`src/rtl/sts_capture.sv`:
```
// sts_capture: per-event counters with a coherent snapshot for the AXI status block.
// Live counters saturate at 2^CNT_WIDTH-1 and set sticky flags. A rising snap_req
// loads the shadow counters and flags, bumps the 16-bit sequence number and pulses
// snap_done. sts_data word 0 = {seq, sat flags}; word i = shadow count of event i-1.
// Optional build macro: STS_CAPTURE_CLEAR_ON_SNAP_EN restarts the live counting
// window on every snapshot (read-and-clear). When it is undefined the counters
// run freely across snapshots.
module sts_capture #(
    parameter int NUM_EVENTS     = 4,
    parameter int CNT_WIDTH      = 32,
    parameter int STS_DATA_WIDTH = (NUM_EVENTS + 1) * 32
) (
    input  logic                      aclk,
    input  logic                      areset,
    input  logic [NUM_EVENTS-1:0]     event_in,
    input  logic                      snap_req,
    input  logic                      cnt_clear,
    output logic                      snap_done,
    output logic [STS_DATA_WIDTH-1:0] sts_data
);

    localparam int                   BUS_W   = (NUM_EVENTS + 1) * CNT_WIDTH;
    localparam logic [CNT_WIDTH-1:0] CNT_MAX = '1;
    localparam logic [CNT_WIDTH-1:0] CNT_ONE = CNT_WIDTH'(1);

    logic                 snap_req_q;
    logic                 snap_armed;
    logic                 snap_edge;
    logic                 window_restart;
    logic [CNT_WIDTH-1:0] live_cnt   [NUM_EVENTS];
    logic [NUM_EVENTS-1:0] live_sat;
    logic [CNT_WIDTH-1:0] shadow_cnt [NUM_EVENTS];
    logic [NUM_EVENTS-1:0] shadow_sat;
    logic [15:0]          seq_num;
    logic [15:0]          sat_field;
    logic [BUS_W-1:0]     sts_bus;

    // snap_armed stays low until snap_req has been seen low after reset, so a
    // request level held through reset release cannot fire a snapshot.
    assign snap_edge = snap_req & ~snap_req_q & snap_armed;

`ifdef STS_CAPTURE_CLEAR_ON_SNAP_EN
    assign window_restart = snap_edge;
`else
    assign window_restart = 1'b0;
`endif

    // snap_req history and post-reset arming
    always_ff @(posedge aclk or posedge areset) begin
        if (areset) begin
            snap_req_q <= 1'b0;
            snap_armed <= 1'b0;
        end else begin
            snap_req_q <= snap_req;
            if (!snap_req) begin
                snap_armed <= 1'b1;
            end
        end
    end

    // live saturating counters; clear wins over events, a window restart keeps the
    // event of the snapshot edge itself as the first count of the new window
    always_ff @(posedge aclk or posedge areset) begin
        if (areset) begin
            for (int i = 0; i < NUM_EVENTS; i++) begin
                live_cnt[i] <= '0;
            end
            live_sat <= '0;
        end else begin
            for (int i = 0; i < NUM_EVENTS; i++) begin
                if (cnt_clear) begin
                    live_cnt[i] <= '0;
                    live_sat[i] <= 1'b0;
                end else if (window_restart) begin
                    live_cnt[i] <= CNT_WIDTH'(event_in[i]);
                    live_sat[i] <= 1'b0;
                end else if (event_in[i] && (live_cnt[i] != CNT_MAX)) begin
                    live_cnt[i] <= live_cnt[i] + CNT_ONE;
                    if (live_cnt[i] == (CNT_MAX - CNT_ONE)) begin
                        live_sat[i] <= 1'b1;
                    end
                end
            end
        end
    end

    // shadow capture of pre-update live values, sequence number and done pulse
    always_ff @(posedge aclk or posedge areset) begin
        if (areset) begin
            for (int i = 0; i < NUM_EVENTS; i++) begin
                shadow_cnt[i] <= '0;
            end
            shadow_sat <= '0;
            seq_num    <= '0;
            snap_done  <= 1'b0;
        end else begin
            snap_done <= snap_edge;
            if (snap_edge) begin
                for (int i = 0; i < NUM_EVENTS; i++) begin
                    shadow_cnt[i] <= live_cnt[i];
                end
                shadow_sat <= live_sat;
                seq_num    <= seq_num + 16'd1;
            end
        end
    end

    // flags occupy the low bits of the 16-bit field, the rest reads zero
    always_comb begin
        sat_field                   = '0;
        sat_field[NUM_EVENTS-1:0]   = shadow_sat;
    end

    assign sts_bus[CNT_WIDTH-1:0] = CNT_WIDTH'({seq_num, sat_field});

    for (genvar g = 0; g < NUM_EVENTS; g++) begin : g_word
        assign sts_bus[CNT_WIDTH*(g+1) +: CNT_WIDTH] = shadow_cnt[g];
    end

    assign sts_data = STS_DATA_WIDTH'(sts_bus);

endmodule

```
`config.mk`:
```
export PLATFORM = sky130hd
export DESIGN_NAME = sts_capture
export DESIGN_NICKNAME = d
export VERILOG_FILES = /design/src/rtl/sts_capture.sv
export SDC_FILE = /design/constraint.sdc
export NUM_CORES = 1
export LEC_CHECK = 0
export BUFFER_PORTS_ARGS = -buffer_cell sky130_fd_sc_hd__buf_2
export CAP_MARGIN = 20
export CORE_ASPECT_RATIO = 2
export CORE_MARGIN = 8
export CORE_UTILIZATION = 25
export CTS_CLUSTER_SIZE = 28
export DETAILED_ROUTE_END_ITERATION = 12
export HOLD_SLACK_MARGIN = 0.12
export SLEW_MARGIN = 20
export SYNTH_ARGS = -nofsm -noshare
export SYNTH_HDL_FRONTEND = slang
export SYNTH_SLANG_ARGS = --single-unit
```
`constraint.sdc`:
```
create_clock -name aclk -period 18.5 [get_ports aclk]
set_input_delay 0.925 -clock aclk [delete_from_list [all_inputs] [get_ports aclk]]
set_output_delay 0.925 -clock aclk [all_outputs]
set_load 0.01 [all_outputs]
```
After elaboration in Yosys (flattened, before gate mapping). Cells that the tools add are included.

Register bits: 283. Input bits: 8. Logic and storage cells: 69. Output and inout bits: 161.

Equality and inequality tests: 8. Reductions and logical operators: 16. Mux-type cells: 20. Bitwise operators: 3. Add/subtract/negate cells: 5.

Operator list (number): two-way mux 32 bit (8); adder 32 x 1 -> 32 bit (second input constant) (4); equality test 32 bit (second input constant) (4); != test 32 bit (second input constant) (4); adder 16 x 1 -> 16 bit (second input constant) (1); nonzero test 2 bit (8); two-way mux 1 bit (12); AND reduction 2 bit (4); logical AND 1 bit (4); AND 1 bit (2); inverter 1 bit (1).

Depth between registers and ports, before layout.
Depth in word-level cells: 4. Gate-level depth with buffers: 7. Mapped depth without buffers: 6.

Worst setup path after synthesis. OpenSTA, ideal clock, no wires.

Path kind: in2reg. From: input event_in[2]. To: register live_cnt[58] (netlist bit). Slack: 15.990 ns. Stages on the path: 6. Library setup time: 0.066 ns. Data required time: 18.434 ns. Data arrival time: 2.444 ns. Path buffers: 1. Path through: clkbuf_1 -> nand4_1 -> nor4_2 -> o21ai_0 -> or4_1 -> nand2_1.

Cells in the longest elaborated chain, start to end: 2.

RTL lines: start: declaration (RTL line 15) `input logic [NUM_EVENTS-1:0] event_in,`; logical AND 1 bit (RTL line 77) `end else if (event_in[i] && (live_cnt[i] != CNT_MAX)) begin`; nonzero test 2 bit (no source line); end signal: indexed assignment (RTL line 75) `live_cnt[i] <= CNT_WIDTH'(event_in[i]);`; end signal: indexed assignment (RTL line 78) `live_cnt[i] <= live_cnt[i] + CNT_ONE;`; end: declaration (RTL line 30) `logic [CNT_WIDTH-1:0] live_cnt [NUM_EVENTS];`.

Every way passes these cells. A chain may end at the register's enable or synchronous reset.

Worst setup path after layout.
From: register live_cnt[57] (netlist bit). To: register live_cnt[49] (netlist bit).

Cells in the longest elaborated chain, start to end: 3.

RTL lines (RTL line): != test 32 bit (77); logical AND 1 bit (77); nonzero test 2 bit (no source line).

Every way passes these cells.

==> impl_results.md <==
* # IOs at 169
* Skew final at 15.01 ps
* RR Startpoint: live_cnt[57]$_DFFE_PP0P_
* FP Rows at 119
* Total power at 1.351 mW
* Initial antenna violation count at 0
* Nets at 1578
* Setup CP Type: reg -> reg
* Grt total ovfl at 0
* Cells on worst reg2reg path at 5
* Root buf cell: clkbuf_16
* Hpwl dp at 25690 µm
* Synth cell count leaders: 406 x nand2_1, 283 x dfrtp_1, 96 x nor2_1
* I/O Buffers at 156
* Seq pwr share at 47.5%
* Max-cap violations at 0
* Leak at 7.375 nW
* Fraction of layout cells with a size suffix above 1 at 15.61%
* Setup_tns at 0 ps
* Arr. time, crit path at 3110 ps
* Combinational fraction of design power at 4.7%
* Die height at 341.0 µm
* Number of setup violations in the final report at 0
* Pins Over Slew Limit at 0
* Initial Util at 25.19%
* CP Max Fanout at 15
* Vias in the first global route at 11050
* Via count at 10800
* DRC viols at 0
* Final Util at 29.82%
* Num CTS Buffers at 28
* Power share of the clock group at 47.8%
* Yosys Warn Count at 0
* Clock Latency Late Sink at 560 ps
* Fillers at 5565
* CP max stage delay at 840 ps
* R2R Path End: live_cnt[49]$_DFFE_PP0P_
* CTS resizes at 0
* GRT Overall Usage at 12.01%
* Post-synth ARST share at 100.0%
* P per Cell Area at 86.43 nW/µm²
* Worst-Margin Slew at 912.6 ps
* Worst Slack Setup Final at 15840 ps
* CTS hold repair buffers at 0
* Synth Instances at 1437
* CTS H-tree depth at 1
* Setup crit start: live_cnt[57]$_DFFE_PP0P_
* Wire per inst at 16.59 µm
* Pre-antenna DRT Iters at 7
* Largest net degree at the start of global routing at 157
* Postcts setup bufs at 0
* Initial DRC count at 718
* CTS tree: done
* First-pass GRT wire length at 59750 µm
* Status: finished clean
* Worst hold-check path type: in -> async
* Fin crit share at 14.40%
* Synth cell types at 60
* Slew margin rel. at 39.16%
* Synth-to-layout area growth at 18.39%
* Clock Sinks at 283
* Worst reg-to-reg setup slack at 15840 ps
* Switching Fraction at 23.17%
* RSZ-0062 raised after global routing: false
* Yosys reg bits at 283
* Clock Path Buffers at 3
* Via/cell ratio at 4.807
* Synth area leader: dfrtp_1
* Most common cell in the synthesized netlist: nand2_1
* CP max-delay cell: nor4_4
* Clk slew on worst S/H paths at 70 ps
* GPL Wtd Cong at 0.8093
* Primary FF master, synth: dfrtp_1
* Die Width at 178.5 µm
* CP Data Required Time at 18940 ps
* Number of synthesized flops with an enable pin at 0
* Sequential fraction of the synthesis area at 53.65%
* WL final at 37280 µm
* Post-synth top area share at 53.65%
* Crit-path cells: and4_1, nand4_1, nor4_4, nor3b_1, mux2_2
* Cell area after synthesis at 13200 µm²
* Antenna diodes at 0
* Die Area at 60850 µm²
* Antenna-violating nets left at 0
* Top post-synthesis cells by area: dfrtp_1 54%, nand2_1 12%, xnor2_1 4.0%, nor2_1 2.7%, nand4_1 2.5%
* Tmin final at 2664 ps
* Synthesized area per cell at 9.186 µm²
* Dpl ws at 15210 ps
* Final hold violation count at 0
* Startpoint types: flop
* Setup crit end kind: flop
* VDD IR max at 0.06866 mV
* Core ar. at 52410 µm²
* Pint at 1.038 mW
* Net switching power at 0.3130 mW
* Max Fclk at 0.3753 GHz
-- metrics by stage --
stage / hold WS (ps) / instances / area (µm²)
floorplan: 435.1 / 1448 / 13240
global placement: 451.4 / 2196 / 14560
detailed placement: 455.8 / 2196 / 14570
CTS: 456.3 / 2247 / 15620
global route: 477.1 / 2247 / 15630
finish: 435.7 / 2247 / 15630
-- routing by layer --
| metal | vias up | share of wire [%] | track usage (%) | wire, µm |
|---|---|---|---|---|
| met1 | 5249 | 40 | 13.74 | 14850 |
| met5 | - | 0 | 0 | 0 |
| met2 | 292 | 50 | 20.94 | 18640 |
| met4 | 0 | 3.8 | 5.516 | 1435 |
| li1 | 5183 | - | - | - |
| met3 | 78 | 6.3 | 2.501 | 2351 |
-- power by group through the flow --
stage | Sequential [mW] | Combinational, mW | Clock, mW
6_report | 0.641 | 0.0640 | 0.645
3_3_place_gp | 0.652 | 0.0643 | 0
2_1_floorplan | 0.654 | 0.0409 | 0
4_1_cts | 0.641 | 0.0667 | 0.667
3_5_place_dp | 0.653 | 0.0665 | 0
5_1_grt | 0.643 | 0.0732 | 0.688
-- area by class of cell --
class / count / area [µm²] / share of cell area (%)
repair buffers: 164 / 855.8 / 5.476
clock inverters: 10 / 187.7 / 1.201
inverters: 31 / 126.4 / 0.8086
clock buffers: 41 / 860.8 / 5.508
multi-input cells: 1053 / 5683 / 36.37
flip-flops and latches: 283 / 7082 / 45.32
well taps: 665 / 832.0 / 5.324
-- registers in the layout, indices dropped and copies added (netlist names) --
| name | count |
|---|---|
| live_cnt | 128 |
| live_sat | 4 |
| seq_num | 16 |
| shadow_sat | 4 |
| snap_armed | 1 |
| snap_done | 1 |
| snap_req_q | 1 |
| sts_data | 128 |
-- cell families after synthesis --
| kind of cell | synth area share, % |
|---|---|
| adders and majority gates | 0.8531 |
| DFF | 53.65 |
| xor gates and xnor gates | 4.976 |
| muxes | 0.6825 |
| AOI/OAI and AO/OA | 8.692 |
| other | 0.02841 |
| and+or+nand+nor | 27.39 |
| buffers and inverters | 3.725 |
-- layout by cell type (no fill, tap or decap), types with 5 or more instances in the layout --
master / instances
mux2_2: 8
clkbuf_16: 29
or3_1: 24
clkbuf_8: 9
conb_1: 12
a2111oi_0: 5
and2_1: 5
nor4_1: 16
a21oi_1: 60
nor2b_1: 10
buf_4: 8
dfrtp_1: 283
o31ai_1: 19
nand4_1: 52
nand2b_1: 5
and3_1: 21
and4_1: 21
nor3_1: 13
or4_1: 25
ha_1: 9
a211oi_1: 22
o21ai_0: 46
and4_2: 6
inv_1: 29
nor2_1: 96
buf_2: 155
nand3_1: 48
xnor2_1: 61
bufinv_16: 5
nand2_1: 406
xor2_1: 14
-- how the worst max path moves through the flow --
stage / cells past startpoint / endpoint / slack (ps)
finish: 5 / live_cnt[49]$_DFFE_PP0P_ / 15840
global placement: 7 / seq_num[2]$_DFFE_PP0P_ / 15260
global route: 4 / live_cnt[102]$_DFFE_PP0P_ / 15590
floorplan: 1 / live_cnt[0]$_DFFE_PP0P_ / 9770
CTS: 6 / live_cnt[11]$_DFFE_PP0P_ / 15680
detailed placement: 7 / seq_num[2]$_DFFE_PP0P_ / 15210
-- worst max-delay path: cells and delay by family, from the launching register on --
family           cells  cell delay (ps)
and+or+nand+nor      4             1800
DFF                  1              430
muxes                1              300
(Power assumes the default switching activity.)
